$ cat src/rtl/xbar_pkg.sv
// Shared constants and types for the 8x8 time-space crossbar ingress path.
package xbar_pkg;

    localparam int unsigned NUM_SLOTS = 8;
    localparam int unsigned NUM_PORTS = 8;

    // Header field positions
    localparam int unsigned VALID_BIT = 7;
    localparam int unsigned SLOT_MSB  = 5;
    localparam int unsigned SLOT_LSB  = 3;
    localparam int unsigned PORT_MSB  = 2;
    localparam int unsigned PORT_LSB  = 0;

    localparam int unsigned SLOT_BITS = 16;
    localparam logic [SLOT_BITS-1:0] IDLE_WORD = 16'h0000;

    typedef struct packed {
        logic       valid;
        logic       rsvd;
        logic [2:0] dst_slot;
        logic [2:0] dst_port;
    } packet;

    typedef enum logic {
        StIdle,
        StRun
    } framer_state_e;

    // Builds the on-wire slot word; the header valid bit is always set on transmit.
    function automatic logic [SLOT_BITS-1:0] slot_word(input packet hdr,
                                                       input logic [7:0] payload);
        logic [7:0] h;
        h = hdr;
        h[VALID_BIT] = 1'b1;
        return {h, payload};
    endfunction

endpackage

$ cat src/rtl/xbar_pkt_fifo.sv
// Synchronous packet FIFO with full/empty/level; head is read directly from storage registers.
module xbar_pkt_fifo
    import xbar_pkg::*;
#(
    parameter int unsigned DEPTH = 4,
    parameter int unsigned WIDTH = SLOT_BITS
) (
    input  logic                   clk,
    input  logic                   rst,
    input  logic                   i_push,
    input  logic [WIDTH-1:0]       i_wdata,
    input  logic                   i_pop,
    output logic [WIDTH-1:0]       o_head,
    output logic                   o_full,
    output logic                   o_empty,
    output logic [$clog2(DEPTH):0] o_level
);

    localparam int unsigned AW = $clog2(DEPTH);
    localparam logic [AW:0] FULL_LEVEL = (AW + 1)'(DEPTH);

    logic [WIDTH-1:0] r_mem [DEPTH];
    logic [AW-1:0]    r_wr_ptr;
    logic [AW-1:0]    r_rd_ptr;
    logic [AW:0]      r_level;
    logic             w_push;
    logic             w_pop;

    assign o_full  = (r_level == FULL_LEVEL);
    assign o_empty = (r_level == '0);
    assign w_push  = i_push && !o_full;
    assign w_pop   = i_pop && !o_empty;
    assign o_head  = r_mem[r_rd_ptr];
    assign o_level = r_level;

    always_ff @(posedge clk or posedge rst) begin
        if (rst) begin
            for (int unsigned i = 0; i < DEPTH; i++) begin
                r_mem[i] <= '0;
            end
            r_wr_ptr <= '0;
            r_rd_ptr <= '0;
            r_level  <= '0;
        end else begin
            if (w_push) begin
                r_mem[r_wr_ptr] <= i_wdata;
                r_wr_ptr        <= r_wr_ptr + 1'b1;
            end
            if (w_pop) begin
                r_rd_ptr <= r_rd_ptr + 1'b1;
            end
            if (w_push && !w_pop) begin
                r_level <= r_level + 1'b1;
            end else if (w_pop && !w_push) begin
                r_level <= r_level - 1'b1;
            end
        end
    end

endmodule

$ cat src/rtl/xbar_ingress_framer.sv
// Per-port ingress framer: buffers header/payload pairs and serializes one packet per
// time slot, MSB first, aligned to the crossbar frame sync.
module xbar_ingress_framer
    import xbar_pkg::*;
#(
    parameter int unsigned SLOTS      = NUM_SLOTS,
    parameter int unsigned FIFO_DEPTH = 4
) (
    input  logic                        clk,
    input  logic                        rst,
    input  logic                        frame_sync,
    input  logic                        in_valid,
    output logic                        in_ready,
    input  logic [7:0]                  in_header,
    input  logic [7:0]                  in_payload,
    output logic                        ser_out,
    output logic [$clog2(SLOTS)-1:0]    slot_idx,
    output logic                        frame_active,
    output logic [$clog2(FIFO_DEPTH):0] fifo_level,
    output logic [7:0]                  underrun_count,
    output logic [7:0]                  resync_count
);

    localparam int unsigned SW = $clog2(SLOTS);
    localparam int unsigned BW = $clog2(SLOT_BITS);
    localparam logic [SW-1:0] LAST_SLOT = SW'(SLOTS - 1);
    localparam logic [BW-1:0] LAST_BIT  = BW'(SLOT_BITS - 1);

    framer_state_e          r_state;
    framer_state_e          w_state_next;
    logic [SLOT_BITS-1:0]   r_shreg;
    logic [BW-1:0]          r_bit_cnt;
    logic [SW-1:0]          r_slot_idx;
    logic [7:0]             r_underrun;
    logic [7:0]             r_resync;

    logic                   w_load;
    logic                   w_resync;
    logic                   w_slot_inc;
    logic                   w_last_bit;
    logic                   w_last_slot;
    logic                   w_full;
    logic                   w_empty;
    logic [SLOT_BITS-1:0]   w_head;
    logic [SLOT_BITS-1:0]   w_wdata;
    logic                   w_run;

    assign w_wdata = slot_word(packet'(in_header), in_payload);

    // Pop is gated on empty inside the FIFO, so an empty load never consumes a same-cycle push.
    xbar_pkt_fifo #(
        .DEPTH (FIFO_DEPTH),
        .WIDTH (SLOT_BITS)
    ) u_fifo (
        .clk     (clk),
        .rst     (rst),
        .i_push  (in_valid),
        .i_wdata (w_wdata),
        .i_pop   (w_load),
        .o_head  (w_head),
        .o_full  (w_full),
        .o_empty (w_empty),
        .o_level (fifo_level)
    );

    assign in_ready       = !w_full;
    assign slot_idx       = r_slot_idx;
    assign underrun_count = r_underrun;
    assign resync_count   = r_resync;
    assign w_last_bit     = (r_bit_cnt == LAST_BIT);
    assign w_last_slot    = (r_slot_idx == LAST_SLOT);

    always_ff @(posedge clk or posedge rst) begin
        if (rst) begin
            r_state <= StIdle;
        end else begin
            r_state <= w_state_next;
        end
    end

    always_comb begin
        w_state_next = r_state;
        w_load       = 1'b0;
        w_resync     = 1'b0;
        w_slot_inc   = 1'b0;
        unique case (r_state)
            StIdle: begin
                if (frame_sync) begin
                    w_state_next = StRun;
                    w_load       = 1'b1;
                end
            end
            StRun: begin
                if (w_last_bit && w_last_slot) begin
                    if (frame_sync) begin
                        w_load = 1'b1;
                    end else begin
                        w_state_next = StIdle;
                    end
                end else if (frame_sync) begin
                    // Sync anywhere but the frame boundary abandons the in-flight slot.
                    w_load   = 1'b1;
                    w_resync = 1'b1;
                end else if (w_last_bit) begin
                    w_load     = 1'b1;
                    w_slot_inc = 1'b1;
                end
            end
            default: w_state_next = StIdle;
        endcase
    end

    always_comb begin
        w_run        = (r_state == StRun);
        frame_active = w_run;
        ser_out      = w_run && r_shreg[SLOT_BITS-1];
    end

    always_ff @(posedge clk or posedge rst) begin
        if (rst) begin
            r_shreg    <= IDLE_WORD;
            r_bit_cnt  <= '0;
            r_slot_idx <= '0;
            r_underrun <= '0;
            r_resync   <= '0;
        end else begin
            if (w_load) begin
                r_shreg    <= w_empty ? IDLE_WORD : w_head;
                r_bit_cnt  <= '0;
                r_slot_idx <= w_slot_inc ? r_slot_idx + 1'b1 : '0;
            end else if (w_state_next == StRun) begin
                r_shreg   <= {r_shreg[SLOT_BITS-2:0], 1'b0};
                r_bit_cnt <= r_bit_cnt + 1'b1;
            end else begin
                r_shreg    <= IDLE_WORD;
                r_bit_cnt  <= '0;
                r_slot_idx <= '0;
            end

            if (w_load && w_empty && (r_underrun != 8'hFF)) begin
                r_underrun <= r_underrun + 8'd1;
            end
            if (w_resync && (r_resync != 8'hFF)) begin
                r_resync <= r_resync + 8'd1;
            end
        end
    end

endmodule
$ cat config.mk
export PLATFORM = sky130hd
export DESIGN_NAME = xbar_ingress_framer
export DESIGN_NICKNAME = d
export VERILOG_FILES = /design/src/rtl/xbar_pkg.sv /design/src/rtl/xbar_pkt_fifo.sv /design/src/rtl/xbar_ingress_framer.sv
export SDC_FILE = /design/constraint.sdc
export NUM_CORES = 1
export LEC_CHECK = 0
export ABC_CLOCK_PERIOD_IN_PS = 2300
export CAP_MARGIN = 20
export CORE_MARGIN = 2
export CORE_UTILIZATION = 45
export CTS_BUF_LIST = sky130_fd_sc_hd__clkbuf_4 sky130_fd_sc_hd__clkbuf_8 sky130_fd_sc_hd__clkbuf_16
export DETAILED_ROUTE_END_ITERATION = 7
export PLACE_DENSITY = 0.78
export SYNTH_ARGS = -nofsm -noshare
export SYNTH_HDL_FRONTEND = slang
export SYNTH_HIERARCHICAL = 1
export SYNTH_SLANG_ARGS = --single-unit
$ cat constraint.sdc
create_clock -name clk -period 2.3 [get_ports clk]
set_clock_uncertainty 0.1 [all_clocks]
set_input_delay 0.575 -clock clk [delete_from_list [all_inputs] [get_ports clk]]
set_output_delay 0.575 -clock clk [all_outputs]
set_load 0.01 [all_outputs]
======== Word-level counts from Yosys, hierarchy flattened ========
Cells that the tools add are included.
word-level totals
  bits in registers ....................... 111
  input bits .............................. 20
  output and inout port bits .............. 25
  word-level logic and storage cells ...... 77
cells by class
  add/sub/neg operators ................... 8
  magnitude comparators ................... 3
  eq/ne operators ......................... 6
  mux-type cells .......................... 28
  bitwise gates (word level) .............. 3
  reduce and logical (&&, ||, !) cells .... 16
operators with widths
  cell                   count
  $mux W16               6
  $bwmux W64             1
  $bmux W16 S2           1
  $demux W16 S2          1
  $add A8 B1 Y8 const B  2
  $ne A8 B8 Y1 const B   2
  $mux W3                5
  $logic_and A1 B1 Y1    10
  $mux W1                10
  $mux W4                2
  $add A3 B1 Y3 const B  2
  $eq A3 B3 Y1 const B   2
  $ge A3 B3 Y1 const B   2
  $not A2 Y3             2
  $add A2 B1 Y2 const B  2
  $add A4 B1 Y4 const B  1
  $eq A4 B4 Y1 const B   1
  $logic_not A1 Y1       4
  $pmux W1 S2            2
  $logic_not A3 Y1       1
  $lt A3 B1 Y1 const B   1
  $sub A3 B1 Y3 const B  1
  $ne A2 B1 Y1 const B   1
  $reduce_bool A2 Y1     1
  $not A1 Y1             1

======== Depth between registers and ports, before layout ========
Gate-level depths: netlist (run 1).
  depth after elaboration ................. 9
  gate-level depth with buffers ........... 11

======== Modules after synthesis ========
Netlist (run 1), hierarchy kept.
modules (own cells, without submodules)
  module               instances  cells an instance  area each (sq um)  sequential area each (sq um)
  xbar_pkt_fifo        1          191                3186.8             1776.7
  xbar_ingress_framer  1          140                1769.2             1001.0

======== Worst setup path after synthesis (run 1) ========
No wires, ideal clock.
  path kind ............................... reg2reg
  start point ............................. register r_slot_idx[0] (netlist: slot_idx[0])
  end point ............................... register u_fifo.r_level[1] (netlist: u_fifo/o_level[1])
  setup time .............................. 125 ps
  data arrival time ....................... 2211 ps
  required time ........................... 2075 ps
  slack ................................... -135 ps
  cell stages (with the launch flop) ...... 10
  path buffers ............................ 0
  clock period less this slack ............ 2435 ps
  path through ............................ dfrtp_1 ha_1 ha_1 nand2b_1 o21ai_2 nand2b_1 ha_1 inv_1 fa_1 mux2_2
between the ends
  word-level cells in the longest chain between the ends .. 8
  elaborated cells between the ends (all ways) .. 10
  classes of those cells .................. eq/ne: 1; mux: 3; reduce/logical: 6
ends and longest elaborated chain
  item                                           line                        text
  start, declared                                xbar_ingress_framer.sv:33   logic [SW-1:0] r_slot_idx;
  start signal, assigned                         xbar_ingress_framer.sv:130  r_slot_idx <= w_slot_inc ? r_slot_idx + 1'b1 : '0;
  $eq A3 B3 Y1 (*)                               xbar_ingress_framer.sv:71   assign w_last_slot = (r_slot_idx == LAST_SLOT);
  $logic_and A1 B1 Y1 (*)                        xbar_ingress_framer.sv:94   if (w_last_bit && w_last_slot) begin
  $mux W1 (*)                                    xbar_ingress_framer.sv:94
  $pmux W1 S2 (*)                                xbar_ingress_framer.sv:86   unique case (r_state)
  via w_load                                     xbar_ingress_framer.sv:37   logic w_load;
  $logic_and A1 B1 Y1 (*)                        xbar_pkt_fifo.sv:32         assign w_pop = i_pop && !o_empty;
  $logic_not A1 Y1                               xbar_pkt_fifo.sv:52         if (w_push && !w_pop) begin
  $logic_and A1 B1 Y1                            xbar_pkt_fifo.sv:52
  $mux W3 or $reduce_bool A2 Y1 (tied branches)  n/a
  end signal, assigned                           xbar_pkt_fifo.sv:53         r_level <= r_level + 1'b1;
  end signal, assigned                           xbar_pkt_fifo.sv:55         r_level <= r_level - 1'b1;
  end, declared                                  xbar_pkt_fifo.sv:25         logic [AW:0] r_level;
Mark *: on every way through the listed nets, which the timed path passes. The rest lies on a longest branch.
A chain may end at the register's enable or synchronous reset.

======== Worst setup path in the final report (run 1) ========
  start point ............................. register r_slot_idx[1] (netlist: slot_idx[1])
  end point ............................... register u_fifo.r_level[1] (netlist: u_fifo/o_level[1])
The elaborated chain is that of the path after synthesis.

==> results.py, run 1 <==
metrics = {
    "status": {
        "run_status": "complete, no violations",
    },
    "power": {
        "powerDensity_nw_per_um2": 1260,
        "power_switching_mw": 2.28,
        "p_comb_frac": 0.397,
        "ir_drop_v": 0.000611,
        "total_power_mw": 7.50,
        "leakage_nw": 2.56,
        "power_frac_seq": 0.448,
        "p_int_mw": 5.22,
        "clkPwrFrac": 0.156,
        "p_sw_frac": 0.304,
    },
    "timing": {
        "slew_viol_final": 0,
        "fin_crit_sh": 0.977,
        "fmax_mhz": 445,
        "tightestPinTransition_ns": 0.628,
        "rsz0062_at_grt": "yes",
        "setup_violations": 0,
        "finalHoldViolations": 0,
        "max_slew_margin": 0.581,
        "setup_tns_ns": 0,
        "period_minus_slack_ns": 2.25,
        "hold-worst-slack_ns": 0.372,
        "setup_ws_ns": 0.0524,
    },
    "layout": {
        "final_util": 0.551,
        "area_growth_pct": 20.1,
        "layout.nets": 437,
        "insertedDiodeCount": 0,
        "fill_cells": 906,
        "drive_gt1_frac": 0.407,
        "regArea_um2": 2780,
        "multi_input_area_um2": 2080,
        "post-route-cell-area_um2": 5950,
        "layout.cells.non_filler": 550,
    },
    "global_routing": {
        "grt_max_degree": 41,
        "antenna_found_initial": 0,
        "grt_pass1_wl_mm": 15.3,
        "overflow": 0,
        "grt_usage": 0.170,
        "grt_pass1_vias": 3105,
    },
    "yosys": {
        "synth-edff-count": 0,
        "syn-cell-area_um2": 4960,
        "synth_ff_type": "dfrtp_1",
        "syn_area_per_cell_um2": 15.0,
        "ys_types": 40,
        "synthTopCellsByArea": "dfrtp_1 56%, mux2_2 15%, mux4_2 7.3%",
        "synthTopCellsByCount": "111 x dfrtp_1, 68 x mux2_2, 17 x a22o_2, 16 x mux4_2, 11 x xor2_1",
        "yosys_warnings": 6,
        "async_flop_share": 1.00,
        "yosysTopAreaCellShare": 0.560,
        "synth_area_leader_cell": "dfrtp_1",
        "ys_seq_area_frac": 0.560,
        "synth_seq_cells": 111,
        "yosysMostFrequentCell": "dfrtp_1",
        "syn_inst": 331,
    },
    "worst_hold_path": {
        "hp-class": "reg2reg",
        "holdPathStages": 1,
        "hold_start": "r_bit_cnt[0]",
    },
    "floorplanning": {
        "dieArea_um2": 11900,
        "start_util": 0.459,
        "rows": 38,
        "die_w_um": 109,
        "chipHeight_um": 109,
        "pin_count": 45,
        "coreArea_um2": 10800,
    },
    "clocking": {
        "cts_sinks": 111,
        "clk_path_buf_depth": 2,
        "cts_root_buf": "clkbuf_8",
        "clkTransAtPathRegs_ns": 0.10,
        "htreeDepth": 3,
        "tritoncts": "done",
        "cts-buffers-inserted": 9,
        "clk_latency_ns": 0.37,
    },
    "setup_path": {
        "end_kind": "register",
        "r2r_setup_slack_ns": 0.05,
        "worstPathRequired_ns": 2.47,
        "critPathSlowestCell": "dfrtp_1",
        "critPathBufInv": 1,
        "startpoint": "slot_idx[1]",
        "r2r_cells": 9,
        "path_depth": 9,
        "crit_type": "reg2reg",
        "start_kind": "register",
        "critPathMaxStageDelay_ns": 0.40,
        "cpMostUsedCell": "ha_2",
        "path_max_fanout": 2,
        "crit_arrival_ns": 2.42,
        "worstReg2RegStart": "slot_idx[1]",
        "crit_chain": "ha_2 > ha_2 > nand2b_4 > o21ai_4 > nand2b_1 > ha_2 > inv_2 > fa_1 > mux2_2",
        "cp_top_family": "adder cells",
    },
    "drt": {
        "viasPerCell": 5.31,
        "vias": 2920,
        "drt_iter0_drc": 140,
        "antenna_left": 0,
        "drt_wl_total_mm": 9.12,
        "drc": 0,
        "wire_per_inst_um": 16.6,
        "dr.pass1.iters": 4,
    },
    "placement": {
        "dp_hpwl_mm": 6.30,
        "dpl_cell_area_um2": 5720,
        "portBuffers": 43,
        "dp_slack_ns": -0.247,
        "gp_congestion": 0.743,
        "dp.cells": 532,
    },
    "flow_run": {
        "drv_cap": 0,
    },
}
[layer usage]
layer / up-vias / global-route usage / part of all wire
met5: - / 0 / 0
met4: 0 / 0.0577 / 0.014
met3: 15 / 0.0353 / 0.031
met2: 51 / 0.290 / 0.50
met1: 1522 / 0.215 / 0.45
li1: 1332 / - / -
[power groups by stage]
stage	registers, mW	logic (mW)	clock network (mW)
after floorplan	3.28	2.12	0
after global placement	3.35	2.86	0
after detailed placement	3.40	2.98	0
after CTS	3.37	2.99	1.21
after global routing	3.46	3.23	1.28
final	3.36	2.97	1.17
[kinds of logic (layout without fill, tap and decap cells)]
| logic type | after synthesis | in the layout | synth area share |
|---|---|---|---|
| other | 1 | 4 | 0.000757 |
| and+or+nand+nor | 58 | 58 | 0.0682 |
| DFF | 111 | 111 | 0.560 |
| muxes | 85 | 85 | 0.230 |
| adders and majority gates | 11 | 11 | 0.0293 |
| buffers and inverters | 21 | 97 | 0.0270 |
| xor gates and xnor gates | 21 | 21 | 0.0371 |
| AOI/OAI and AO/OA | 23 | 23 | 0.0470 |
[registers in the layout (all words and copies together) (netlist names)]
signal           count
frame_active         1
r_bit_cnt            4
r_shreg             16
resync_count         8
slot_idx             3
u_fifo/o_level       3
u_fifo/r_mem        64
u_fifo/r_rd_ptr      2
u_fifo/r_wr_ptr      2
underrun_count       8
[worst paths after layout]
kind,to
max in group asynchronous,frame_active
worst max-delay path,u_fifo/o_level[1]
worst max register to register,u_fifo/o_level[1]
min in group asynchronous,u_fifo/o_level[2]
worst min register to register,r_bit_cnt[0]
worst min-delay path,r_bit_cnt[0]
[final cells by class]
| cell class | instances | share of cell area |
|---|---|---|
| clock buffer | 10 | 0.0231 |
| clock inverter | 5 | 0.00988 |
| inverter | 10 | 0.00694 |
| multi-input combinational | 202 | 0.350 |
| sequential | 111 | 0.467 |
| tap | 140 | 0.0294 |
| timing repair buffer | 72 | 0.114 |
[cells in the final DEF (no fill, tap or decap), types with 2 or more instances in the layout]
cell type / n
ha_1: 7
nand4_1: 3
buf_12: 2
inv_1: 8
clkinvlp_4: 3
and3_1: 5
clkbuf_8: 10
nand3_1: 10
mux4_2: 16
nor2_1: 6
nor4_1: 3
nor2_2: 4
ha_2: 3
nor3_1: 5
dfrtp_2: 2
o21ai_4: 2
conb_1: 4
clkdlybuf4s50_1: 42
mux2_2: 68
dfrtp_1: 109
a22o_2: 17
xnor2_1: 10
and2_1: 2
buf_4: 27
xor2_1: 11
nand2_1: 9
[what timing repair did]
| action | in CTS | in global routing |
|---|---|---|
| setup buffers | 1 | 2 |
| pin swaps | 1 | 2 |
| gates resized for setup | 2 | 2 |
| endpoints found under the hold margin | 0 | 0 |
| hold buffers | 0 | 0 |
| setup endpoints to repair | 2 | 3 |
Power figures use the tool's default switching activity.
==> run 2: changes to the inputs <==
--- a/config.mk
+++ b/config.mk
@@ -16,3 +16,4 @@
 export SYNTH_HDL_FRONTEND = slang
 export SYNTH_HIERARCHICAL = 1
 export SYNTH_SLANG_ARGS = --single-unit
+export TNS_END_PERCENT = 50
==> run 2 against run 1 <==
  * Non-clock buffer count down 2
  * Worst setup slack worse by 0.016 ns
  * Clock-buffer cell count unchanged
  * Maximum frequency down 0.71%
==> results.py, run 2 (synthesis results as in run 1) <==
metrics = {
    "layout": {
        "area_growth_pct": 21.7,
        "fill_cells": 848,
        "top_regs": "u_fifo/r_mem (64), r_shreg (16)",
        "final_cell_mix": "110 x dfrtp_1, 68 x mux2_2, 40 x clkdlybuf4s50_1",
        "final_common_cell": "dfrtp_1",
        "layout.nets": 435,
        "regArea_um2": 2780,
        "post-route-cell-area_um2": 6030,
        "top_register": "u_fifo/r_mem",
        "largest_reg_flops": 64,
        "multi_input_area_um2": 2080,
        "drive_gt1_frac": 0.406,
        "insertedDiodeCount": 0,
    },
    "setup_path": {
        "r2r_setup_slack_ns": 0.04,
        "worstPathRequired_ns": 2.47,
        "crit_type": "reg2reg",
        "start_kind": "register",
        "r2r_cells": 9,
        "path_max_fanout": 2,
        "end_kind": "register",
        "worstReg2RegStart": "slot_idx[0]",
        "reg2reg_to": "u_fifo/o_level[1]",
        "crit_arrival_ns": 2.43,
    },
    "clocking": {
        "cts_root_buf": "clkbuf_8",
        "tritoncts": "done",
        "cts_hold_buf": 0,
        "clkTransAtPathRegs_ns": 0.10,
        "htreeDepth": 3,
        "cts_sinks": 111,
        "cts-buffers-inserted": 9,
        "clk_path_buf_depth": 2,
        "clk_latency_ns": 0.38,
    },
    "drt": {
        "drc": 0,
        "drt_iter0_drc": 104,
        "antenna_left": 0,
        "vias": 2914,
        "dr.pass1.iters": 6,
        "drt_wl_total_mm": 9.07,
        "wire_per_inst_um": 16.5,
        "viasPerCell": 5.31,
    },
    "global_routing": {
        "overflow": 0,
        "antenna_found_initial": 0,
        "grt_pass1_vias": 3097,
        "grt_pass1_wl_mm": 15.4,
        "grt_max_degree": 72,
        "grt_usage": 0.172,
    },
    "power": {
        "leakage_nw": 2.61,
        "p_sw_frac": 0.295,
        "p_int_mw": 5.44,
        "powerDensity_nw_per_um2": 1280,
        "ir_drop_v": 0.000897,
        "power_frac_seq": 0.435,
        "power_switching_mw": 2.27,
        "p_comb_frac": 0.380,
        "clkPwrFrac": 0.185,
    },
    "worst_hold_path": {
        "holdPathStages": 1,
        "holdPathEnd": "r_bit_cnt[0]",
        "hold_start": "r_bit_cnt[0]",
        "hp-class": "reg2reg",
    },
    "timing": {
        "setup_violations": 0,
        "period_minus_slack_ns": 2.26,
        "finalHoldViolations": 0,
        "slew_viol_final": 0,
        "setup_tns_ns": 0,
        "setup_ws_ns": 0.0363,
        "rsz0062_at_grt": "yes",
        "fin_crit_sh": 0.984,
        "fmax_mhz": 442,
        "max_slew_margin": 0.582,
        "tightestPinTransition_ns": 0.626,
    },
    "flow_run": {
        "drv_cap": 0,
    },
    "placement": {
        "portBuffers": 43,
        "dp_slack_ns": -0.211,
        "dp_hpwl_mm": 5.88,
        "dpl_cell_area_um2": 5720,
        "gp_congestion": 0.753,
    },
    "floorplanning": {
        "rows": 38,
        "pin_count": 45,
        "dieArea_um2": 11900,
        "chipHeight_um": 109,
        "coreArea_um2": 10800,
        "start_util": 0.459,
        "die_w_um": 109,
    },
    "status": {
        "run_status": "complete, no violations",
    },
}
-- run 2: metrics by stage --
stage	utilization	hold slack [ns]	instances	power, mW
final	0.559	0.365	549	7.72
after global routing	0.559	0.409	549	8.23
after CTS	0.555	0.367	547	7.80
after detailed placement	0.530	0.353	529	6.33
after global placement	0.530	0.343	529	6.16
after floorplan	-	0.333	334	5.40
-- run 2: routing by layer --
layer	track usage	routed length, um	share of wire
met4	0.0467	109	0.012
met1	0.222	4080	0.45
met3	0.0412	287	0.032
met2	0.289	4590	0.51
met5	0	0	0
-- run 2: power by group through the flow --
stage,combinational (mW),sequential (mW),clock (mW)
after floorplan,2.12,3.28,0
after global placement,2.83,3.33,0
after detailed placement,2.92,3.40,0
after CTS,2.97,3.36,1.47
after global routing,3.20,3.47,1.55
final,2.93,3.36,1.43
-- run 2: worst max-delay path by stage --
stage / end / start
5_1_grt: u_fifo/o_level[2] / slot_idx[1]
6_report: u_fifo/o_level[1] / slot_idx[0]
2_1_floorplan: u_fifo/o_level[1] / slot_idx[0]
3_5_place_dp: u_fifo/o_level[2] / frame_sync
4_1_cts: u_fifo/o_level[1] / slot_idx[0]
3_3_place_gp: u_fifo/o_level[1] / frame_sync
-- run 2: timing repair --
| action | 4_1_cts | 5_1_grt |
|---|---|---|
| buffers inserted | 2 | 2 |
| endpoints found under the setup margin | 2 | 11 |
| gates resized for setup | 4 | 8 |
| pin swaps | 1 | 2 |
-- run 2: cell type report --
type / instances / share of cell area
Timing Repair Buffer: 70 / 0.117
Multi-Input combinational cell: 202 / 0.345
Sequential cell: 111 / 0.461
Clock inverter: 6 / 0.0193
Tap cell: 140 / 0.0290
Clock buffer: 10 / 0.0228
Inverter: 10 / 0.00684
-- run 2: worst max-delay path, stage by stage (launching register included) --
cell and delay [ns]:
dfrtp_1 0.39, ha_2 0.18, ha_2 0.17, nand2b_4 0.14, o21ai_2 0.16, nand2b_1 0.11, ha_2 0.20, inv_2 0.05
fa_1 0.39, mux2_2 0.26
